===== src/rtl/mc_ctrl.sv =====
// mc_ctrl: multicycle control FSM for the MIPS datapath, with a DM request/ready
// handshake bounded by a 4-bit wait counter. Outputs are decoded from state.
module mc_ctrl #(
  parameter int unsigned DM_TIMEOUT = 15
) (
  input  logic       clk,
  input  logic       rst_n,
  input  logic [5:0] OP,
  input  logic [5:0] Funct,
  input  logic       Zero,
  input  logic       dm_ready,
  output logic       PCWr,
  output logic       IRWr,
  output logic       RFWr,
  output logic       DMWr,
  output logic       dm_req,
  output logic       BSel,
  output logic [1:0] WDSel,
  output logic [1:0] NPCOp,
  output logic [1:0] EXTOp,
  output logic [1:0] ALUOp,
  output logic [1:0] GPRSel,
  output logic [3:0] state_o,
  output logic       instr_done,
  output logic       illegal,
  output logic       dm_timeout
);

  typedef enum logic [3:0] {
    S_FETCH = 4'd0,  S_DCD  = 4'd1,  S_MA  = 4'd2,  S_MRD = 4'd3,
    S_MWB   = 4'd4,  S_MWR  = 4'd5,  S_EXE = 4'd6,  S_RWB = 4'd7,
    S_IEXE  = 4'd8,  S_IWB  = 4'd9,  S_BR  = 4'd10, S_JMP = 4'd11,
    S_JAL   = 4'd12, S_JR   = 4'd13
  } state_t;

  localparam logic [5:0] OP_RTYPE = 6'h00;
  localparam logic [5:0] OP_LW    = 6'h23;
  localparam logic [5:0] OP_SW    = 6'h2B;
  localparam logic [3:0] L_TMO    = 4'(DM_TIMEOUT);

  state_t     r_state;
  state_t     w_next;
  logic [3:0] r_wait_cnt;
  logic [3:0] w_wait_inc;
  logic       w_in_wait;
  logic       w_tmo_hit;

  logic       w_pcwr, w_irwr, w_rfwr, w_dmwr, w_req, w_bsel;
  logic [1:0] w_wdsel, w_npcop, w_extop, w_aluop, w_gprsel;
  logic       w_done, w_illegal, w_tmo;

  function automatic logic [1:0] alu_of_funct(input logic [5:0] fn);
    logic [1:0] res;
    case (fn)
      6'h21:   res = 2'b00;
      6'h23:   res = 2'b01;
      6'h25:   res = 2'b10;
      6'h2A:   res = 2'b11;
      default: res = 2'b00;
    endcase
    return res;
  endfunction

  // Returns {EXTOp, ALUOp} for the immediate-ALU instructions.
  function automatic logic [3:0] imm_ctrl(input logic [5:0] op);
    logic [3:0] res;
    case (op)
      6'h0D:   res = 4'b00_10;
      6'h09:   res = 4'b01_00;
      6'h0F:   res = 4'b10_00;
      default: res = 4'b00_00;
    endcase
    return res;
  endfunction

  assign w_in_wait  = (r_state == S_MRD) || (r_state == S_MWR);
  assign w_wait_inc = r_wait_cnt + 4'd1;
  assign w_tmo_hit  = w_in_wait && !dm_ready && (L_TMO != 4'd0) && (w_wait_inc == L_TMO);

  // State register
  always_ff @(posedge clk or negedge rst_n) begin
    if (!rst_n) begin
      r_state <= S_FETCH;
    end else begin
      r_state <= w_next;
    end
  end

  // DM wait counter: counts stalled cycles, clears on any exit from the wait states
  always_ff @(posedge clk or negedge rst_n) begin
    if (!rst_n) begin
      r_wait_cnt <= 4'd0;
    end else if (w_in_wait && !dm_ready && !w_tmo_hit) begin
      r_wait_cnt <= w_wait_inc;
    end else begin
      r_wait_cnt <= 4'd0;
    end
  end

  // Next-state and control decode
  always_comb begin
    w_next    = S_FETCH;
    w_pcwr    = 1'b0;
    w_irwr    = 1'b0;
    w_rfwr    = 1'b0;
    w_dmwr    = 1'b0;
    w_req     = 1'b0;
    w_bsel    = 1'b0;
    w_wdsel   = 2'b00;
    w_npcop   = 2'b00;
    w_extop   = 2'b00;
    w_aluop   = 2'b00;
    w_gprsel  = 2'b00;
    w_done    = 1'b0;
    w_illegal = 1'b0;
    w_tmo     = 1'b0;
    case (r_state)
      S_FETCH: begin
        w_irwr = 1'b1;
        w_pcwr = 1'b1;
        w_next = S_DCD;
      end
      S_DCD: begin
        case (OP)
          OP_RTYPE: begin
            case (Funct)
              6'h21, 6'h23, 6'h25, 6'h2A: w_next = S_EXE;
              6'h08:                      w_next = S_JR;
              default: begin
                w_illegal = 1'b1;
                w_next    = S_FETCH;
              end
            endcase
          end
          OP_LW, OP_SW:        w_next = S_MA;
          6'h0D, 6'h09, 6'h0F: w_next = S_IEXE;
          6'h04:               w_next = S_BR;
          6'h02:               w_next = S_JMP;
          6'h03:               w_next = S_JAL;
          default: begin
            w_illegal = 1'b1;
            w_next    = S_FETCH;
          end
        endcase
      end
      S_MA: begin
        w_bsel  = 1'b1;
        w_extop = 2'b01;
        if (OP == OP_LW) begin
          w_next = S_MRD;
        end else if (OP == OP_SW) begin
          w_next = S_MWR;
        end else begin
          w_next = S_FETCH;
        end
      end
      S_MRD, S_MWR: begin
        w_bsel  = 1'b1;
        w_extop = 2'b01;
        w_req   = 1'b1;
        w_dmwr  = (r_state == S_MWR);
        if (dm_ready) begin
          w_done = (r_state == S_MWR);
          w_next = (r_state == S_MRD) ? S_MWB : S_FETCH;
        end else if (w_tmo_hit) begin
          w_tmo  = 1'b1;
          w_next = S_FETCH;
        end else begin
          w_next = r_state;
        end
      end
      S_MWB: begin
        w_rfwr   = 1'b1;
        w_gprsel = 2'b01;
        w_wdsel  = 2'b01;
        w_done   = 1'b1;
      end
      S_EXE: begin
        w_aluop = alu_of_funct(Funct);
        w_next  = S_RWB;
      end
      S_RWB: begin
        w_aluop = alu_of_funct(Funct);
        w_rfwr  = 1'b1;
        w_done  = 1'b1;
      end
      S_IEXE: begin
        w_bsel             = 1'b1;
        {w_extop, w_aluop} = imm_ctrl(OP);
        w_next             = S_IWB;
      end
      S_IWB: begin
        w_bsel             = 1'b1;
        {w_extop, w_aluop} = imm_ctrl(OP);
        w_rfwr             = 1'b1;
        w_gprsel           = 2'b01;
        w_done             = 1'b1;
      end
      S_BR: begin
        w_aluop = 2'b01;
        w_extop = 2'b01;
        w_npcop = 2'b01;
        w_pcwr  = Zero;
        w_done  = 1'b1;
      end
      S_JMP: begin
        w_pcwr  = 1'b1;
        w_npcop = 2'b10;
        w_done  = 1'b1;
      end
      S_JAL: begin
        w_pcwr   = 1'b1;
        w_npcop  = 2'b10;
        w_rfwr   = 1'b1;
        w_gprsel = 2'b10;
        w_wdsel  = 2'b10;
        w_done   = 1'b1;
      end
      S_JR: begin
        w_pcwr  = 1'b1;
        w_npcop = 2'b11;
        w_done  = 1'b1;
      end
      default: w_next = S_FETCH;
    endcase
  end

  // Reset forces every output low immediately, so FETCH's enables cannot leak out.
  assign PCWr       = rst_n & w_pcwr;
  assign IRWr       = rst_n & w_irwr;
  assign RFWr       = rst_n & w_rfwr;
  assign DMWr       = rst_n & w_dmwr;
  assign dm_req     = rst_n & w_req;
  assign BSel       = rst_n & w_bsel;
  assign WDSel      = rst_n ? w_wdsel  : 2'b00;
  assign NPCOp      = rst_n ? w_npcop  : 2'b00;
  assign EXTOp      = rst_n ? w_extop  : 2'b00;
  assign ALUOp      = rst_n ? w_aluop  : 2'b00;
  assign GPRSel     = rst_n ? w_gprsel : 2'b00;
  assign state_o    = rst_n ? 4'(r_state) : 4'd0;
  assign instr_done = rst_n & w_done;
  assign illegal    = rst_n & w_illegal;
  assign dm_timeout = rst_n & w_tmo;

endmodule

===== config.mk =====
export PLATFORM = sky130hd
export DESIGN_NAME = mc_ctrl
export DESIGN_NICKNAME = d
export VERILOG_FILES = /design/src/rtl/mc_ctrl.sv
export SDC_FILE = /design/constraint.sdc
export NUM_CORES = 1
export LEC_CHECK = 0
export ABC_AREA = 1
export CAP_MARGIN = 20
export CELL_PAD_IN_SITES_DETAIL_PLACEMENT = 0
export CELL_PAD_IN_SITES_GLOBAL_PLACEMENT = 1
export CORE_AREA = 2 2 65 67
export CTS_BUF_LIST = sky130_fd_sc_hd__clkbuf_4
export CTS_CLUSTER_DIAMETER = 150
export DETAILED_ROUTE_END_ITERATION = 8
export DIE_AREA = 0 0 67 69
export PLACE_DENSITY_LB_ADDON = 0.1
export SYNTH_ARGS = -nofsm -noshare
export SYNTH_HDL_FRONTEND = slang
export SYNTH_SLANG_ARGS = --single-unit
export TNS_END_PERCENT = 50

===== constraint.sdc =====
create_clock -name clk -period 1.4 [get_ports clk]
set_input_delay 0.28 -clock clk [delete_from_list [all_inputs] [get_ports clk]]
set_output_delay 0.28 -clock clk [all_outputs]
set_load 0.03 [all_outputs]

==> parameters.txt, run 1 <==
Parameter                              Value

Run status
  Outcome ... finished, violations left
  Failing checks ... negative setup slack

Floorplan
  Die Outline Area ... 4620 um^2
  DIE WIDTH ... 67 um
  Std cell rows ... 23
  Vertical die dimension ... 69 um
  Starting density of the core ... 25.3%
  CORE AREA ... 3910 um^2
  Number of primary I/O pins ... 39

Final layout
  Commonest cells after routing, fill and taps aside ... 53 x sky130_fd_sc_hd__buf_4, 29 x sky130_fd_sc_hd__buf_6, 21 x sky130_fd_sc_hd__nand2_1, 20 x sky130_fd_sc_hd__inv_1
  Area of all sequential standard cells ... 204 um^2
  Layout cells sized above 1 ... 63.2%
  Area added between synthesis and finish ... 136%
  Design Area, Final ... 2340 um^2
  Footprint of the multi-input gates ... 1010 um^2
  Number of fill cells ... 352
  Final cell count without fillers ... 319
  Total Nets Final ... 288
  Most common library cell in the layout ignoring fill and taps ... sky130_fd_sc_hd__buf_4
  N_diodes ... 0

Placement
  Placed Instances ... 302
  Post-DP HPWL ... 2940 um
  Number of input and output port buffers inserted ... 38
  RePlAce Congestion ... 0.837
  Instance area at placement ... 1850 um^2

Yosys
  Netlist area before placement ... 991 um^2
  Number of library cell types mapped by synthesis ... 28
  Number of flip-flops and latches in the synthesized netlist ... 8
  Net count after synthesis ... 187
  Gate Count Post-Synth ... 169
  Yosys warnings ... 0
  Sequential-to-total area share from yosys stat ... 20.2%
  Post-Synthesis Mean Instance Area ... 5.86 um^2

Worst setup path
  Critical R2R Launch ... r_wait_cnt[1]$_DFF_PN0_
  Critical path type ... reg -> out
  Worst-path fanout max ... 4
  Peak per-stage delay on the critical path ... 0.43 ns
  Standard cell with the maximum stage delay on the critical path ... sky130_fd_sc_hd__dfrtp_2
  Worst setup EP type ... output port
  Worst setup path startpoint ... r_state[3]$_DFFE_PN0P_
  Most prevalent standard cell on the critical path ... sky130_fd_sc_hd__nor2_4
  Worst Setup Start Kind ... flip-flop
  Cell Chain, Critical Path ... inv_4 > nor2_4 > inv_2 > nor2_4 > nand4_1 > a31oi_4 > buf_6
  Arrival time at the worst endpoint ... 1.60 ns
  Required time of the critical path ... 1.12 ns

Global route
  Maximum number of pins on one net before global-route repair ... 8
  Number of global-route vias before repair ... 1514
  Initial antenna violation count ... 0
  Overflow after GRT ... 0
  Total global-route track usage ... 17.7%
  First-pass GRT wire length ... 6400 um

Timing
  Worst hold slack ... 0.0785 ns
  Clock period minus final worst setup slack ... 1.88 ns
  Max Transition Viols Final ... 0
  Largest clock skew in the final design ... 0.0112 ns
  Fmax ... 0.532 GHz
  Headroom to the max-slew limit ... 82.9%
  # setup viols final ... 29
  Setup repair after global routing missed its margin ... true
  Final critical-path share of the clock period ... 134%
  Worst setup margin ... -0.480 ns
  Slew at the pin with the worst max-slew slack ... 0.256 ns
  Final-layout setup total negative slack ... -7.73 ns
  Final hold viol count ... 0

Clock network
  Cts bufs inserted ... 3
  Clk slew on worst S/H paths ... 0.06 ns
  # H-tree levels ... 1
  CTS max path bufs ... 2
  Clock Root Buffer ... sky130_fd_sc_hd__clkbuf_4
  TritonCTS clock tree ... built
  CTS sink cnt ... 8
  Clock latency at the later pin of the worst-skew pair ... 0.26 ns

Routing
  TritonRoute pass-1 iters ... 4
  Total length of routed wires ... 4020 um
  Post-detailed-route via-to-cell ratio ... 4.60
  Routed WL per cell ... 12.6 um
  Post-detailed-route count of antenna-violating nets ... 0
  Detailed router's first-iteration violation count ... 25
  DRC violation count after routing ... 0
  Total via count in the routed design ... 1466

Power and ir drop
  Worst IR Drop VDD ... 0.000403 V
  Total chip power ... 1.83 mW
  Lkg Pwr ... 1.17 nW
  Ratio of total power to cell area ... 781 nW/um^2

Worst hold path
  Type of the tightest min-delay check ... in -> async

Flow run
  Max Cap Viol ... 0
state kept, by name, indices dropped and copies added, names as in the netlist:
signal	count
r_state	4
r_wait_cnt	4
stage by stage:
step                utilization, %  setup WS, ns
finish                        59.8        -0.480
global route                  59.8        -0.556
CTS                           55.7        -0.447
detailed placement            47.2        -0.573
global placement              47.2        -0.581
floorplan                        -        -0.274
critical path, delay by kind of cell (launching register included):
family,cells,cell delay (ns)
AND/OR/NAND/NOR,3,0.45
AO/OA/AOI/OAI,1,0.17
flip-flops,1,0.43
buffers and inverters,3,0.29
cell type report:
class,count,share of cell area (%)
timing repair buffer,99,38.5
multi-input combinational,125,43.3
sequential,8,8.72
tap,50,2.68
inverter,33,5.51
clock buffer,4,1.28
metal layers:
| layer | part of all wire [%] | global-route usage [%] |
|---|---|---|
| met3 | 2.7 | 1.47 |
| met1 | 41 | 19.5 |
| met5 | 0 | 0 |
| met2 | 54 | 33.2 |
| met4 | 1.8 | 7.26 |
cell families after synthesis:
family | share of synthesized area (%)
compound gates | 11.1
xor+xnor | 1.77
fa+ha+maj | 2.52
buf+inv | 14.1
flops | 20.2
simple gates | 50.3
repair_timing:
action,CTS,global route
gates resized for setup,86,31
buffers inserted,8,5
hold buffers,0,0
setup endpoints to repair,27,30
pin swaps,23,15
gates cloned,0,0
synth_stat cells, drive strengths merged:
master	number	area share, %
a21oi	3	2.7
a22oi	1	0.76
a31oi	7	4.4
and3	1	0.63
buf	2	1.1
clkbuf	1	0.50
dfrtp	8	20
ha	2	2.5
inv	33	13
nand2	37	16
nand3	18	9.1
nand4	7	4.4
nor2	34	16
nor3	6	3.5
nor4	1	0.63
o21ai	5	2.5
o21bai	1	0.76
xnor2	1	0.88
xor2	1	0.88
report_power, final:
group          total (mW)  internal (mW)  switching, mW  leakage, nW
sequential          0.326          0.261         0.0653        0.105
clock               0.212          0.129         0.0833       0.0184
combinational        1.29          0.625          0.663         1.04
worst paths after layout:
| path | end | slack, ns | cells after the start |
|---|---|---|---|
| worst max-delay path | EXTOp[0] | -0.48 | 7 |
| min in group clk | r_wait_cnt[0]$_DFF_PN0_ | 0.55 | 2 |
| worst max register to register | r_state[0]$_DFFE_PN0P_ | -0.03 | 7 |
| worst min-delay path | r_wait_cnt[2]$_DFF_PN0_ | 0.08 | 2 |
| worst min register to register | r_wait_cnt[0]$_DFF_PN0_ | 0.55 | 2 |
| max in group asynchronous | r_state[2]$_DFFE_PN0P_ | 1.06 | 3 |
Note: power is estimated with default switching activity, not from simulation.
==> run 2: changes to the inputs <==
--- a/config.mk
+++ b/config.mk
@@ -6,15 +6,17 @@
 export NUM_CORES = 1
 export LEC_CHECK = 0
 export ABC_AREA = 1
+export ABC_CLOCK_PERIOD_IN_PS = 2050
 export CAP_MARGIN = 20
 export CELL_PAD_IN_SITES_DETAIL_PLACEMENT = 0
 export CELL_PAD_IN_SITES_GLOBAL_PLACEMENT = 1
-export CORE_AREA = 2 2 65 67
+export CORE_AREA = 2 2 62 64
 export CTS_BUF_LIST = sky130_fd_sc_hd__clkbuf_4
 export CTS_CLUSTER_DIAMETER = 150
 export DETAILED_ROUTE_END_ITERATION = 8
-export DIE_AREA = 0 0 67 69
+export DIE_AREA = 0 0 64 66
 export PLACE_DENSITY_LB_ADDON = 0.1
+export SETUP_SLACK_MARGIN = 0.05
 export SYNTH_ARGS = -nofsm -noshare
 export SYNTH_HDL_FRONTEND = slang
 export SYNTH_SLANG_ARGS = --single-unit
==> constraint.sdc (replaced) <==
create_clock -name clk -period 2.05 [get_ports clk]
set_input_delay 0.41 -clock clk [delete_from_list [all_inputs] [get_ports clk]]
set_output_delay 0.41 -clock clk [all_outputs]
set_load 0.03 [all_outputs]
==> run 2 against run 1 <==
Against the previous run:
- the flow now finishes without violations
- sequential power is 32% lower
- clock power is 45% lower
- non-clock buffer count is 32 lower
- register-to-register slack better by 0.69 ns
- critical path depth is 1 higher
- power is 55% lower
- sequential share of layout area is 3.4 points higher
- utilization is 12 points lower
- first-iteration DRC count is 72% higher
- cell area is 28% lower
- critical endpoint unchanged
- largest power group unchanged
- highest routed layer unchanged
==> parameters.txt, run 2 (synthesis results as in run 1) <==
Parameter                              Value

Worst setup path
  Total buffers and inverters traversed by the critical path ... 3
  Required time of the critical path ... 1.64 ns
  Worst Setup Start Kind ... flip-flop
  Worst setup path startpoint ... r_state[1]$_DFFE_PN0P_
  Worst-path fanout max ... 6
  Arrival time at the worst endpoint ... 1.58 ns
  Family with the most delay on the worst path ... flip-flops
  Standard cell with the maximum stage delay on the critical path ... sky130_fd_sc_hd__dfrtp_2
  Cell Chain, Critical Path ... inv_4 > nand2_4 > nor2_4 > a21oi_4 > nand2_1 > inv_1 > a31oi_1 > buf_4
  Worst setup EP type ... output port
  Critical R2R Launch ... r_state[1]$_DFFE_PN0P_
  Peak per-stage delay on the critical path ... 0.48 ns
  Critical path type ... reg -> out

Timing
  Final hold viol count ... 0
  Final critical-path share of the clock period ... 96.9%
  Headroom to the max-slew limit ... 85.4%
  Final-layout setup total negative slack ... 0 ns
  Largest clock skew in the final design ... 0.00445 ns
  Slew at the pin with the worst max-slew slack ... 0.218 ns
  # setup viols final ... 0
  Setup repair after global routing missed its margin ... true
  Max Transition Viols Final ... 0
  Clock period minus final worst setup slack ... 1.99 ns
  Fmax ... 0.503 GHz

Final layout
  Commonest cells after routing, fill and taps aside ... 50 x sky130_fd_sc_hd__buf_4, 32 x sky130_fd_sc_hd__nand2_1, 28 x sky130_fd_sc_hd__inv_1, 20 x sky130_fd_sc_hd__nor2_1, 17 x sky130_fd_sc_hd__nand3_1
  Biggest regs ... r_state (4), r_wait_cnt (4)
  Number of fill cells ... 377
  Most common library cell in the layout ignoring fill and taps ... sky130_fd_sc_hd__buf_4
  Layout cells sized above 1 ... 39.8%
  Area of all sequential standard cells ... 205 um^2
  Footprint of the multi-input gates ... 732 um^2
  N_diodes ... 0
  Total Nets Final ... 256
  Final cell count without fillers ... 284
  Area added between synthesis and finish ... 70.8%

Routing
  Post-detailed-route count of antenna-violating nets ... 0
  DRC violation count after routing ... 0
  Routed WL per cell ... 10.8 um
  Detailed router's first-iteration violation count ... 43
  TritonRoute pass-1 iters ... 4
  Total length of routed wires ... 3070 um
  Post-detailed-route via-to-cell ratio ... 4.36
  Total via count in the routed design ... 1238

Placement
  Placed Instances ... 271
  Number of input and output port buffers inserted ... 38
  Post-DP HPWL ... 2480 um
  RePlAce Congestion ... 0.844

Power and ir drop
  Internal Dissipation ... 0.436 mW
  Total chip power ... 0.821 mW
  Sw Share ... 46.9%
  Ratio of total power to cell area ... 485 nW/um^2
  Switch Pwr ... 0.385 mW
  Combinational share of power ... 58.9%
  Worst IR Drop VDD ... 0.000183 V
  Proportion of power drawn by flip-flops and latches ... 27.0%
  Lkg Pwr ... 0.918 nW
  Clock group share of total power ... 14.1%

Clock network
  Clock Root Buffer ... sky130_fd_sc_hd__clkbuf_4
  Hold_buf cts ... 0
  CTS sink cnt ... 8
  # H-tree levels ... 1
  Clock latency at the later pin of the worst-skew pair ... 0.25 ns
  Clk slew on worst S/H paths ... 0.05 ns
  Cts bufs inserted ... 3
  TritonCTS clock tree ... built
  CTS max path bufs ... 2

Flow run
  Max Cap Viol ... 0

Floorplan
  CORE AREA ... 3550 um^2
  Vertical die dimension ... 66 um
  Number of primary I/O pins ... 39
  Starting density of the core ... 27.9%
  DIE WIDTH ... 64 um
  Die Outline Area ... 4220 um^2
  Std cell rows ... 22

Global route
  First-pass GRT wire length ... 4930 um
  Overflow after GRT ... 0
  Number of global-route vias before repair ... 1178
  Total global-route track usage ... 14.4%
  Initial antenna violation count ... 0
  Maximum number of pins on one net before global-route repair ... 13

Worst hold path
  Type of the tightest min-delay check ... in -> async

Run status
  Outcome ... finished, final reports clean
==> run 2: cell count changes in the layout (fill, tap and decap cells not counted), sizes merged <==
cell,change
buf,-32
clkbuf,-1
clkdlybuf4s15,-1
dlymetal6s2s,+1
==> run 2: path summary, 6_finish.rpt <==
path	endpoint	slack [ns]	cells after the start
setup / recovery	EXTOp[0]	0.06	8
hold / removal	r_state[0]$_DFFE_PN0P_	0.28	2
setup reg to reg	r_state[2]$_DFFE_PN0P_	0.66	8
hold reg to reg	r_wait_cnt[0]$_DFF_PN0_	0.58	2
max in group asynchronous	r_state[2]$_DFFE_PN0P_	1.66	2
min in group clk	r_wait_cnt[0]$_DFF_PN0_	0.58	2
==> run 2: per-layer routing <==
layer	global-route usage [%]	part of all wire, %	wire (um)
met2	27.9	49	1510
met1	16.8	47	1430
met3	1.19	3.6	109
met5	0	0	0
met4	4.08	0.55	17
==> run 2: layout make-up <==
| type | count | share of cell area [%] |
|---|---|---|
| Multi-Input combinational cell | 125 | 43.2 |
| Timing Repair Buffer | 67 | 32.2 |
| Sequential cell | 8 | 12.1 |
| Inverter | 33 | 7.61 |
| Tap cell | 48 | 3.55 |
| Clock buffer | 3 | 1.33 |
==> run 2: through the flow <==
stage	worst slack, ns	hold WS (ns)	cell area, um^2	utilization (%)
floorplan	-0.165	0.114	997	-
global placement	-0.128	0.468	1520	42.8
detailed placement	-0.116	0.485	1520	42.8
CTS	0.00873	0.284	1590	44.6
global route	-0.0279	0.284	1690	47.7
finish	0.0632	0.278	1690	47.7
==> run 2: power groups by stage <==
stage	Clock, mW	Sequential [mW]	Combinational, mW
finish	0.116	0.222	0.484
global route	0.129	0.223	0.526
CTS	0.117	0.210	0.456
detailed placement	0	0.212	0.446
global placement	0	0.213	0.443
floorplan	0	0.200	0.273
==> run 2: timing repair <==
| action | CTS | global route |
|---|---|---|
| buffers inserted | 2 | 8 |
| endpoints found under the setup margin | 11 | 10 |
| gates resized for setup | 29 | 15 |
| gates cloned | 0 | 0 |
| pin swaps | 13 | 10 |
==> edit 1, RTL diff (config.mk and constraints of run 2) <==
Change the parameter `DM_TIMEOUT` from 15 to 11.
--- a/src/rtl/mc_ctrl.sv
+++ b/src/rtl/mc_ctrl.sv
@@ -1,7 +1,7 @@
 // mc_ctrl: multicycle control FSM for the MIPS datapath, with a DM request/ready
 // handshake bounded by a 4-bit wait counter. Outputs are decoded from state.
 module mc_ctrl #(
-  parameter int unsigned DM_TIMEOUT = 15
+  parameter int unsigned DM_TIMEOUT = 11
 ) (
   input  logic       clk,
   input  logic       rst_n,
Behaviour: same outputs for any inputs over 10 cycles, from zero or initial values and one cycle with rst_n low; that may be too few to reach the edited logic, so the function may still have changed.
==> edit 1 against run 2 <==
- sequential cell count unchanged
- fmax decreased by 2.0%
- setup slack lost 0.042 ns
- area after synthesis fell by 0.63%
- final area increased by 1.0%
- count of clock-buffer cells in the layout did not move
- routed wire length rose by 7.4%
- cell count is 1.8% lower
- total power grew 5.2%
- die area unchanged
- combinational power increased by 8.5%
- critical path type unchanged
- largest power group unchanged
==> edit 1: results (changes against run 2) <==
[synthesis]
synthCells = 167  ; -1.2%
syn-num-nets = 185  ; -1.1%
synth_common_cells = nand2_1, nor2_1, inv_1, nand3_1
synthAdderAreaFrac_pct = 2.541  ; +0.016 points
synth_area_leaders = dfrtp_1, nand2_1, nor2_1
synth_mux_area_share_pct = 0  ; unchanged
synthXorXnorAreaFrac_pct = 1.779  ; +0.011 points
synth_compound_area_share_pct = 9.784  ; -1.3 points
yosysSeqAreaShare_pct = 20.33  ; +0.13 points

[worst_setup_path]
rr_startpoint = r_wait_cnt[0]$_DFF_PN0_
path_delay_family = flip-flops
r2r_cells = 6  ; -2
reg2reg_to = r_state[0]$_DFFE_PN0P_
ff2ff_setup_slack_ns = 0.60  ; -0.06 ns
slowest_delay_ns = 0.46  ; -0.02 ns
arrival_ns = 1.62  ; +0.04 ns

[final_layout]
num-nonclk-inverters = 31  ; -6.1%
multi_input_area_share_pct = 44.84  ; +1.6 points
sh_seq_area_pct = 12.00  ; -0.12 points
clock_tree_area_fraction_pct = 1.317  ; -0.014 points
drive_gt1_share_pct = 42.42  ; +2.6 points
area_delta_synth_final_pct = 73.70
fillers = 382  ; +1.3%
final_nets = 251  ; -2.0%
fin_cells = 279  ; -1.8%
num-nonclk-buffers = 64  ; -4.5%
buf_share_pct = 31.24  ; -0.91 points

[route]
drc_errors = 0  ; unchanged
vias = 1301  ; +5.1%
met2_length_um = 1803  ; +20%
wl_met1_um = 1348  ; -5.8%
wl_per_cell_um = 11.80  ; +9.3%
drt_iter0_drc = 27  ; -37%
wl_met3_um = 112  ; +2.8%

[grt]
grt.met2_usage_pct = 34.24  ; +6.4 points
use_met3_pct = 1.022  ; -0.17 points
grt_pass1_wl_um = 5540  ; +12%
grt_max_degree = 12  ; -1
track_usage_pct = 16.38  ; +1.9 points
met1_usage_pct = 17.22  ; +0.38 points

[clocking]
root_buffer = clkbuf_4
clk_transition_reported_paths_ns = 0.05  ; about the same
cts.sinks = 8  ; unchanged
cts_buffer_depth = 2  ; unchanged

[pwr]
ir_worst_vdd_uv = 199.3  ; +8.9%
leakage_nw = 0.8908  ; -2.9%
p_switching_mw = 0.4052  ; +5.1%
p_clk_share_pct = 13.9  ; -0.2 points
powerDensity_mw_per_mm2 = 505.0  ; +4.1%

[timing]
finalClockSkew_ns = 0.0007827  ; -0.003668 ns
slew_headroom_pct = 84.54  ; -0.82 points
holdWs_ns = 0.2672  ; -0.01109 ns

[placed_design]
dpl.hpwl_um = 2588  ; +4.4%
dp_cells = 268  ; -1.1%
dpl_cell_area_mm2 = 0.001513  ; -0.41%
place_congestion = 0.8269  ; -2.0%
place_ws_ns = -0.09388  ; +0.02233 ns

[run_status]
status = finished clean

[edit 1: changes by cell type in the layout (fill, tap and decap cells not counted), sizes merged, moves of 2 or more]
cell          run 2  this run
inv              33        31
nand2            37        35
nor3              6         8
buf              52        49
[edit 1: timing repair]
item / 4_1_cts / 5_1_grt
buffers inserted: 5 / 3
hold buffers: 0 / 0
hold endpoints to repair: 0 / 0
pin swaps: 10 / 5
setup endpoints to repair: 12 / 9
gates resized for setup: 46 / 8
cloned: 0 / 0
[edit 1: how the worst max path moves through the flow]
| stage | from | to | slack, ns |
|---|---|---|---|
| floorplan | rst_n | GPRSel[0] | 0.12 |
| global placement | OP[2] | illegal | -0.10 |
| detailed placement | OP[2] | illegal | -0.09 |
| CTS | r_state[3]$_DFFE_PN0P_ | illegal | 0.04 |
| global route | r_state[3]$_DFFE_PN0P_ | dm_timeout | -0.05 |
| finish | r_state[3]$_DFFE_PN0P_ | EXTOp[0] | 0.02 |
==> edit 2, RTL diff (settings of run 2) <==
Made on the original files. Make the reset (`rst_n`) synchronous in 2 clocked blocks.
--- a/src/rtl/mc_ctrl.sv
+++ b/src/rtl/mc_ctrl.sv
@@ -78,7 +78,7 @@
   assign w_tmo_hit  = w_in_wait && !dm_ready && (L_TMO != 4'd0) && (w_wait_inc == L_TMO);
 
   // State register
-  always_ff @(posedge clk or negedge rst_n) begin
+  always_ff @(posedge clk) begin
     if (!rst_n) begin
       r_state <= S_FETCH;
     end else begin
@@ -87,7 +87,7 @@
   end
 
   // DM wait counter: counts stalled cycles, clears on any exit from the wait states
-  always_ff @(posedge clk or negedge rst_n) begin
+  always_ff @(posedge clk) begin
     if (!rst_n) begin
       r_wait_cnt <= 4'd0;
     end else if (w_in_wait && !dm_ready && !w_tmo_hit) begin
Check against the original RTL: same outputs for any inputs over 10 cycles, from zero or initial values and one cycle with rst_n low; that may be too few to reach the edited logic, so the function may still have changed.
==> edit 2 against run 2 <==
- global-route usage grew 0.92 points
- area after synthesis fell by 4.0%
- via count rose by 3.2%
- clock skew up 0.0035 ns
- critical path type is now input port to output pin
- critical path depth shrank 3
- register-to-register slack got worse by 0.02 ns
- final area is 4.9% lower
- critical endpoint is now WDSel[1]
- sequential cell count stayed put
- worst hold slack better by 0.19 ns
- setup slack better by 0.039 ns
- routed wire length rose by 0.68%
Power is not compared: it rests on default switching activity, and its combinational part moved more than twofold at a synthesized area within 25%.
==> edit 2: results (changes against run 2) <==
[run_status]
status = finished clean

[synthesis]
synthAdderAreaFrac_pct = 2.632  ; +0.11 points
synthXorXnorAreaFrac_pct = 1.842  ; +0.074 points
yosysSeqAreaShare_pct = 16.84  ; -3.4 points
synth.distinct_cells = 25  ; -11%
synth_common_cells = nand2_1, inv_1, nor2_1, nand3_1, a21oi_1
synth_area_leaders = nand2_1, dfxtp_1, inv_1
synth_area_leader_cell = nand2_1
synth_area_um2 = 950.9  ; -4.0%
ys.flop_type = dfxtp_1
synth_compound_area_share_pct = 11.58  ; +0.47 points
syn-num-nets = 197  ; +5.3%

[clocking]
ctsResizeCount = 35  ; +21%

[grt]
grt_pass1_wl_um = 5244  ; +6.3%
met1_usage_pct = 17.80  ; +0.96 points

[worst_setup_path]
slowest_delay_ns = 0.50  ; +0.02 ns
ff2ff_setup_slack_ns = 0.64  ; -0.02 ns
r2r_cells = 7  ; -1
cpMaxStageDelayCell = clkdlybuf4s50_1
rr_startpoint = r_wait_cnt[0]$_SDFF_PN0_
crit_fanout = 10  ; +4

[final_layout]
multi_input_area_um2 = 758.2  ; +3.6%
final_nets = 255  ; -0.39%
num-nonclk-buffers = 56  ; -16%
clock_tree_area_fraction_pct = 1.399  ; +0.068 points
fillers = 404  ; +7.2%
sh_seq_area_pct = 10.57  ; -1.6 points
buf_share_pct = 29.53  ; -2.6 points
area_delta_synth_final_pct = 69.34

[route]
wl_per_cell_um = 10.91  ; +1.0%
drt_iter0_drc = 52  ; +21%
via_per_inst = 4.516  ; +3.6%
met2_length_um = 1569  ; +4.0%

[placed_design]
place_ws_ns = -0.1971  ; -0.08090 ns
place_congestion = 0.8292  ; -1.7%

[timing]
holdWs_ns = 0.4732  ; +0.1949 ns
finalClockSkew_ns = 0.007962  ; +0.003512 ns
slew_headroom_pct = 81.59  ; -3.8 points

edit 2: cell types whose count changed after synthesis, moves of 4 or more:
cell / change
a31oi_1: -5
nand2_1: +13
nor2_1: +4
a21oi_1: +11
dfrtp_1: -8
nand3_1: -4
nand4_1: -4
dfxtp_1: +8
edit 2: how the worst max path moves through the flow:
stage,from,end,slack [ns],cells after the start
2_1_floorplan,r_state[3]$_SDFFE_PN0P_,instr_done,0.19,6
3_3_place_gp,OP[3],illegal,-0.12,8
3_5_place_dp,OP[3],illegal,-0.20,8
4_1_cts,r_state[3]$_SDFFE_PN0P_,EXTOp[0],0.04,7
5_1_grt,rst_n,GPRSel[1],0.02,5
6_report,rst_n,WDSel[1],0.10,5
edit 2: where the power goes:
group	switching (mW)	internal (mW)	total [mW]
combinational	0.0927	0.0713	0.164
clock	0.0501	0.0668	0.117
sequential	0.00492	0.157	0.162
